### src/rtl/instruction_fetch_unit.sv
// Fetch stage: owns the program counter, addresses the combinational ROM and
// registers {instruction, PC, PC+4, valid} for decode, with stall/flush/redirect.
module instruction_fetch_unit #(
    parameter int          MEMORY_DEPTH = 64,
    parameter int          DATA_WIDTH   = 32,
    parameter logic [31:0] RESET_PC     = 32'h0040_0000,
    localparam int         ADDR_W       = $clog2(MEMORY_DEPTH)
) (
    input  logic                  clk,
    input  logic                  reset,
    input  logic                  Stall_i,
    input  logic                  Flush_i,
    input  logic                  Branch_Taken_i,
    input  logic [31:0]           Branch_Target_i,
    input  logic [DATA_WIDTH-1:0] Rom_Instruction_i,
    output logic [ADDR_W-1:0]     Rom_Address_o,
    output logic [DATA_WIDTH-1:0] Instruction_o,
    output logic [31:0]           PC_o,
    output logic [31:0]           PC_Plus_4_o,
    output logic                  Valid_o,
    output logic                  Fault_o
);

    localparam logic [31:0]           ROM_BYTES = 32'(4 * MEMORY_DEPTH);
    localparam logic [DATA_WIDTH-1:0] NOP       = DATA_WIDTH'(32'h0000_0013);

    typedef enum logic {RUN, HALT} state_t;

    state_t      state;
    logic [31:0] pc_q;
    logic [31:0] pc_plus_4;

    // Wrapped offset from RESET_PC: addresses below the ROM or wrapped past
    // 2^32 land far above ROM_BYTES, so one unsigned compare covers both ends.
    function automatic logic in_range(input logic [31:0] addr);
        logic [31:0] off;
        off = addr - RESET_PC;
        return (off < ROM_BYTES) && (addr[1:0] == 2'b00);
    endfunction

    assign pc_plus_4     = pc_q + 32'd4;
    // pc_q is always word aligned, so the word index subtracts without borrow.
    assign Rom_Address_o = pc_q[ADDR_W+1:2] - RESET_PC[ADDR_W+1:2];

    always_ff @(posedge clk) begin
        if (reset) begin
            state         <= RUN;
            pc_q          <= RESET_PC;
            Instruction_o <= NOP;
            PC_o          <= RESET_PC;
            PC_Plus_4_o   <= RESET_PC + 32'd4;
            Valid_o       <= 1'b0;
            Fault_o       <= 1'b0;
        end else if (state == HALT) begin
            Instruction_o <= NOP;
            Valid_o       <= 1'b0;
        end else if (Branch_Taken_i) begin
            // Redirect wins over stall; the wrong-path fetch becomes a bubble.
            Instruction_o <= NOP;
            Valid_o       <= 1'b0;
            if (in_range(Branch_Target_i)) begin
                pc_q <= Branch_Target_i;
            end else begin
                Fault_o <= 1'b1;
                state   <= HALT;
            end
        end else if (Stall_i) begin
            if (Flush_i) begin
                Instruction_o <= NOP;
                Valid_o       <= 1'b0;
            end
        end else if (Flush_i) begin
            Instruction_o <= NOP;
            Valid_o       <= 1'b0;
            if (in_range(pc_plus_4)) begin
                pc_q <= pc_plus_4;
            end else begin
                Fault_o <= 1'b1;
                state   <= HALT;
            end
        end else begin
            Instruction_o <= Rom_Instruction_i;
            PC_o          <= pc_q;
            PC_Plus_4_o   <= pc_plus_4;
            Valid_o       <= 1'b1;
            // Running off the end still delivers the last word as valid.
            if (in_range(pc_plus_4)) begin
                pc_q <= pc_plus_4;
            end else begin
                Fault_o <= 1'b1;
                state   <= HALT;
            end
        end
    end

endmodule

### config.mk
export PLATFORM = sky130hd
export DESIGN_NAME = instruction_fetch_unit
export DESIGN_NICKNAME = d
export VERILOG_FILES = /design/src/rtl/instruction_fetch_unit.sv
export SDC_FILE = /design/constraint.sdc
export NUM_CORES = 1
export LEC_CHECK = 0
export ABC_AREA = 1
export BUFFER_PORTS_ARGS = -buffer_cell sky130_fd_sc_hd__buf_2
export CORE_ASPECT_RATIO = 1.75
export CORE_MARGIN = 10
export CORE_UTILIZATION = 45
export DETAILED_ROUTE_END_ITERATION = 6
export PLACE_DENSITY = 0.71
export SYNTH_ARGS = -nofsm -noshare
export SYNTH_HDL_FRONTEND = slang
export SYNTH_SLANG_ARGS = --single-unit
### constraint.sdc
create_clock -name clk -period 2.64 [get_ports clk]
set_input_delay 0.528 -clock clk [delete_from_list [all_inputs] [get_ports clk]]
set_output_delay 0.528 -clock clk [all_outputs]
set_load 0.1 [all_outputs]
Word level (Yosys, flattened, before mapping)
Cells that the tools add are included.

word-level totals
  input bits = 69
  bits in read-only memories = 0
  memory bits (writable) = 0
  bits in latches = 0
  output and inout bits = 104
  memories = 0
  flip-flop bits (word level) = 131
  logic and storage cells = 49

cells by class
  reduce and logical (&&, ||, !) cells = 9
  add/subtract/negate cells = 3
  magnitude comparators = 2
  bitwise gates (word level) = 4
  shifts and indexed selects = 0
  eq/ne operators = 5
  muxes and demuxes = 19
  divide/modulo/power cells = 0
  multipliers = 0

operators with widths
  operator                  number
  $mux W32                  7
  $lt A32 B9 Y1 const B     2
  $sub A32 B23 Y32 const B  2
  $add A32 B3 Y32 const B   1
  $mux W1                   12
  $reduce_and A4 Y1         3
  $ne A2 B1 Y1 const B      3
  $logic_not A2 Y1          2
  $ne A2 B2 Y1 const B      2
  $not A1 Y1                4
  $reduce_or A3 Y1          1
  $logic_and A1 B1 Y1       2
  $reduce_bool A2 Y1        1

Logic depth before layout (Yosys ltp)
  depth after elaboration = 8
  gate-level depth with buffers = 18
  depth with buffers taken out = 17

Worst setup path after synthesis
No wires, ideal clock.

  path kind = flip-flop to flip-flop
  from = reg pc_q[2]
  to = reg pc_q[29]
  slack = 0.375 ns
  period minus slack after synthesis = 2.265 ns
  cell stages (with the launch flop) = 17
  data required time = 2.529 ns
  setup time = 0.111 ns
  path buffers = 2
  arrival time = 2.153 ns
  cell sequence = dfxtp_1 -> ha_1 -> inv_1 -> nor2_4 -> nand3_1 -> o21ai_1 -> nand3_1 -> nor2_1 -> nand2_1 -> nor2_1 -> nand3_1 -> nand2_2 -> nand2_2 -> buf_6 -> buf_6 -> nand3_1 -> inv_1

on the way
  longest elaborated chain between the ends = 6
  elaborated cells on any way between the ends = 9
  those cells by class = add/sub (2); order compare (1); mux (3); reduce/logical (3)

RTL lines
  element                              RTL line  source
  from (decl)                          30        logic [31:0] pc_q;
  from (signal assigned)               62        pc_q <= Branch_Target_i;
  from (signal assigned)               76        pc_q <= pc_plus_4;
  from (signal assigned)               88        pc_q <= pc_plus_4;
  $add A32 B3 Y32 (*)                  41        assign pc_plus_4 = pc_q + 32'd4;
  $sub A32 B23 Y32                     37        off = addr - RESET_PC;
  $lt A32 B9 Y1                        38        return (off < ROM_BYTES) && (addr[1:0] == 2'b00);
  $logic_and A1 B1 Y1                  38
  $reduce_bool A2 Y1 (no source line)  -
  $reduce_and A4 Y1 (no source line)   -

Every way passes the cells marked *; elsewhere a longest branch is shown, timed or not. The select of a mux whose other input is x is not followed.
A chain may end at the register's enable or synchronous reset.

Worst setup path in the final report
  from = reg pc_q[2]
  to = reg pc_q[3]

The elaborated chain is that of the path after synthesis.

==> results by stage <==
STA:
- The clock arrives with around 0.0068 ns of skew.
- The max-slew violation total from the final report is 0.
- The total negative slack for setup checks is 0 ns.
- At the pin with the least slew margin, the transition time is between 0.6 and 0.7 ns.
- In the post-route analysis, the smallest setup slack over all paths is 0.182 ns.
- The tightest hold path in the finished design has a slack of roughly 0.35 ns.
- The routed design could run at a clock period as short as about 2.5 ns.
- Timing would allow up to a little over 400 MHz.
- The share of the cycle needed by the critical path after routing is approximately 93%.
- Setup repair after global routing left no endpoint under its margin.
- The number of hold violations in the final report is 0.
- Setup violations remaining at the end of the flow were counted as 0.
- The normalized max-slew margin is around 56%.

Synth:
- The post-synth design cell area is 0.00602 mm^2.
- The Yosys warning count is 0.
- The mean cell area of the mapped netlist is about 6.8 um^2.
- The portion of the post-synthesis area used by sequential elements is a little over two fifths.
- The number of distinct library cells after synthesis is 32.
- Synthesis produced a netlist with a net count of between 900 and 1000.
- The cell count after synthesis came out at approximately 890.
- The count of state elements after synthesis is around 130.

Placement:
- The number of placed instances, taps included, is 1203.
- Timing analysis after detailed placement gives a worst setup slack of 0.162 ns.
- At the end of routability-driven placement, the weighted congestion stood at slightly below 1.
- During placement, the flow inserted port buffers numbering 172.
- Detailed placement finished with a half-perimeter wire length of 15800 um.

Worst setup path:
- The highest fanout seen on the critical path is 29.
- The reg-to-reg setup timing slack is around 0.18 ns.
- Tracing the worst setup path back leads to its startpoint at pc_q[2].
- In this run the critical register-to-register path is captured at pc_q[3].
- STA puts the critical path data required time at approximately 3.0 ns.
- The most critical setup path has its endpoint at pc_q[3].
- The type of the worst setup path is reg -> reg.
- For the worst setup path, the data arrival time is 2.80 ns.
- The startpoint kind of the worst setup timing path is a flop.
- The worst register-to-register path begins at pc_q[2].
- The worst setup path is captured at a flop.
- The number of cells on the worst reg-to-reg path is 18.

Routing:
- For this run, design rule violations remaining after detail routing come to 0.
- Summed over all layers, the routed wires come to 20200 um.
- For this block, the initial DRC count from the detailed router was between 200 and 300.
- The number of routed nets with antenna violations is 0.
- The average detailed-routed wire length per instance is ~16 um.
- Using the TritonRoute via totals, the vias-per-cell ratio works out to a little over 5.
- The total vias in the final route is a little over 6000.
- The number of detailed-route iterations in the first pass is 5.

Run status:
- The run finished with clean final reports.

Die:
- After floorplanning, the core was sized to cover 0.0130 mm^2.
- The floorplan step defined a die boundary enclosing approximately 0.019 mm^2.
- The overall die height is 173 um.
- The floorplan has 55 rows.
- roughly 170 I/O pins were placed.
- The die is 107 um wide.
- The starting utilization of the core area is a little under half.

Global routing:
- The number of global-route vias before repair is 6186.
- Entering global routing, the biggest net connects 58 pins.
- Global routing used between 20% and 30% of the available tracks.
- The number of antenna violations at the first check in global routing is 0.
- The first-pass GRT wire length is between 30000 and 40000 um.
- The total overflow left after global routing is 0.

Clock network:
- Clock tree synthesis selected as its root buffer the cell sky130_fd_sc_hd__clkbuf_16.
- The longest clock path from root to sink contains 2 buffers.
- The cts-stage hold buffer count is 0.
- The H-tree was split into 4 levels.
- Clock-pin slew was measured on the worst setup and hold paths at around 0.06 ns.
- The number of buffers created by CTS is 17.
- The tree built by TritonCTS fans out to around 130 sinks.
- The insertion delay to the later sink of the worst-skew pair is a little over 0.4 ns.
- The TritonCTS clock tree is built.

Power:
- Power spread over the standard cell area amounts to about 700 mW/mm^2.
- Summed over all cells, the static leakage comes to 0.00388 uW.
- The post-route total power is ~5300 uW.
- The maximum vdd drop is between 0.4 and 0.5 mV.

Finish:
- Summing all multi-input logic gate instances after layout gives about 0.0028 mm^2.
- The synthesis-to-layout area growth is 27.4%.
- The total number of nets in the final design is 1122.
- Of the cells placed in the final design, the portion with a size suffix greater than 1 is between 20 and 25%.
- Leaving out filler cells and counting taps, the final layout contains ~1200.
- The filler cell count is between 1000 and 1500.
- The number of antenna diodes in the final layout is 0.
- In the final layout, flip-flops and latches occupy approximately 0.0026 mm^2.

Flow run:
- Max-cap violations in this run came to 0.

Worst hold path:
- The type of the tightest min-delay check is in -> reg.
-- cell families (layout without fill, tap and decap cells) --
logic type	after synthesis	count (layout)	synth area share, %
DFF	129	129	42.9
xor gates and xnor gates	5	5	0.728
and+or+nand+nor	458	458	33.3
AOI/OAI and AO/OA	142	142	12.6
adders and majority gates	1	1	0.208
buffers and inverters	153	330	10.3
-- per-layer routing --
metal  vias to the layer above  GRT usage [%]  wire length, um
met5                         -              0                0
met4                         0           13.7             1180
met3                        70           4.69             1110
met2                       228           39.6            10700
met1                      2776           20.1             7270
li1                       3156              -                -
-- stage by stage --
step	instance area, um^2	utilization (%)
2_1_floorplan	6020	-
3_3_place_gp	7030	54.1
3_5_place_dp	7030	54.1
4_1_cts	7650	58.8
5_1_grt	7670	59.0
6_report	7670	59.0
-- state kept, by name, indices dropped and copies added (netlist names) --
register       flops
pc_q              32
PC_Plus_4_o       30
state              1
Instruction_o     32
Fault_o            1
Valid_o            1
PC_o              32
-- layout make-up --
type	instances	share of cell area [%]
timing repair buffer	189	13.2
multi-input combinational	606	36.8
inverter	109	5.34
tap	171	2.79
sequential	129	33.7
clock buffer	17	5.55
clock inverter	15	2.58
-- synth_stat cells --
cell type | number | area share, %
sky130_fd_sc_hd__inv_1 | 108 | 6.7
sky130_fd_sc_hd__nor4_1 | 9 | 0.94
sky130_fd_sc_hd__o21ai_0 | 53 | 4.4
sky130_fd_sc_hd__ha_1 | 1 | 0.21
sky130_fd_sc_hd__buf_2 | 1 | 0.083
sky130_fd_sc_hd__nor2_4 | 6 | 1.1
sky130_fd_sc_hd__nor3_1 | 4 | 0.33
sky130_fd_sc_hd__and2_1 | 1 | 0.10
sky130_fd_sc_hd__o21bai_1 | 1 | 0.12
sky130_fd_sc_hd__o2111ai_1 | 1 | 0.15
sky130_fd_sc_hd__a21oi_1 | 68 | 5.7
sky130_fd_sc_hd__o21a_1 | 1 | 0.12
sky130_fd_sc_hd__nand2_2 | 12 | 1.2
sky130_fd_sc_hd__o21ai_1 | 2 | 0.17
sky130_fd_sc_hd__nand3_2 | 6 | 1.0
sky130_fd_sc_hd__or2_2 | 1 | 0.10
sky130_fd_sc_hd__nor2_2 | 8 | 0.83
sky130_fd_sc_hd__buf_4 | 8 | 1.0
sky130_fd_sc_hd__clkbuf_1 | 27 | 1.7
sky130_fd_sc_hd__nand4_1 | 10 | 1.0
sky130_fd_sc_hd__o211ai_1 | 13 | 1.6
sky130_fd_sc_hd__o22ai_1 | 3 | 0.31
sky130_fd_sc_hd__dfxtp_1 | 129 | 43
sky130_fd_sc_hd__or3_1 | 1 | 0.10
sky130_fd_sc_hd__nand3b_1 | 2 | 0.25
sky130_fd_sc_hd__buf_1 | 6 | 0.37
sky130_fd_sc_hd__nand3_1 | 66 | 5.5
sky130_fd_sc_hd__xor2_1 | 5 | 0.73
sky130_fd_sc_hd__buf_6 | 2 | 0.37
sky130_fd_sc_hd__nand2_1 | 226 | 14
sky130_fd_sc_hd__inv_2 | 1 | 0.062
sky130_fd_sc_hd__nor2_1 | 106 | 6.6
-- worst max-delay path: stages (launching register included) --
cell and delay (ns):
sky130_fd_sc_hd__dfxtp_1 0.34, sky130_fd_sc_hd__buf_4 0.17, sky130_fd_sc_hd__inv_2 0.05, sky130_fd_sc_hd__nor2_4 0.18
sky130_fd_sc_hd__nand2_2 0.15, sky130_fd_sc_hd__nor2_2 0.15, sky130_fd_sc_hd__nand2_1 0.06, sky130_fd_sc_hd__nand2_1 0.15
sky130_fd_sc_hd__nand3_1 0.10, sky130_fd_sc_hd__nor2_1 0.13, sky130_fd_sc_hd__nand2_1 0.06, sky130_fd_sc_hd__nor2_1 0.09
sky130_fd_sc_hd__nand3_1 0.12, sky130_fd_sc_hd__nand2_2 0.14, sky130_fd_sc_hd__nand2_2 0.08, sky130_fd_sc_hd__buf_12 0.18
sky130_fd_sc_hd__nand2_1 0.07, sky130_fd_sc_hd__nand2_1 0.04, sky130_fd_sc_hd__nor2_1 0.11
-- report_power, final --
group	internal, uW	total, uW	switching [uW]
logic	152	807	655
clock network	1520	2480	958
registers	2010	2040	34.7
total	3680	5330	1650
-- cell usage in the layout, fill, tap and decap left out, drive strengths merged, types with 13 or more instances in the layout --
| master | Yosys | layout |
|---|---|---|
| o21ai | 55 | 55 |
| nand2 | 238 | 238 |
| dfxtp | 129 | 129 |
| a21oi | 68 | 68 |
| nor2 | 120 | 120 |
| clkbuf | 27 | 17 |
| o211ai | 13 | 13 |
| nand3 | 72 | 72 |
| buf | 17 | 189 |
| inv | 109 | 117 |
-- worst min path at each step --
| stage | startpoint | to | slack, ns | depth (start not counted) |
|---|---|---|---|---|
| finish | Rom_Instruction_i[1] | Instruction_o[1] | 0.35 | 3 |
| floorplan | pc_q[31] | pc_q[31] | 0.45 | 2 |
| CTS | Rom_Instruction_i[1] | Instruction_o[1] | 0.33 | 3 |
| global route | Rom_Instruction_i[4] | Instruction_o[4] | 0.35 | 3 |
| detailed placement | Fault_o | Fault_o | 0.45 | 2 |
| global placement | Fault_o | Fault_o | 0.44 | 2 |
-- repair_timing --
action,CTS,global route
endpoints found under the setup margin,0,28
resized for setup,0,4
setup buffers,0,1
(Power assumes the default switching activity.)
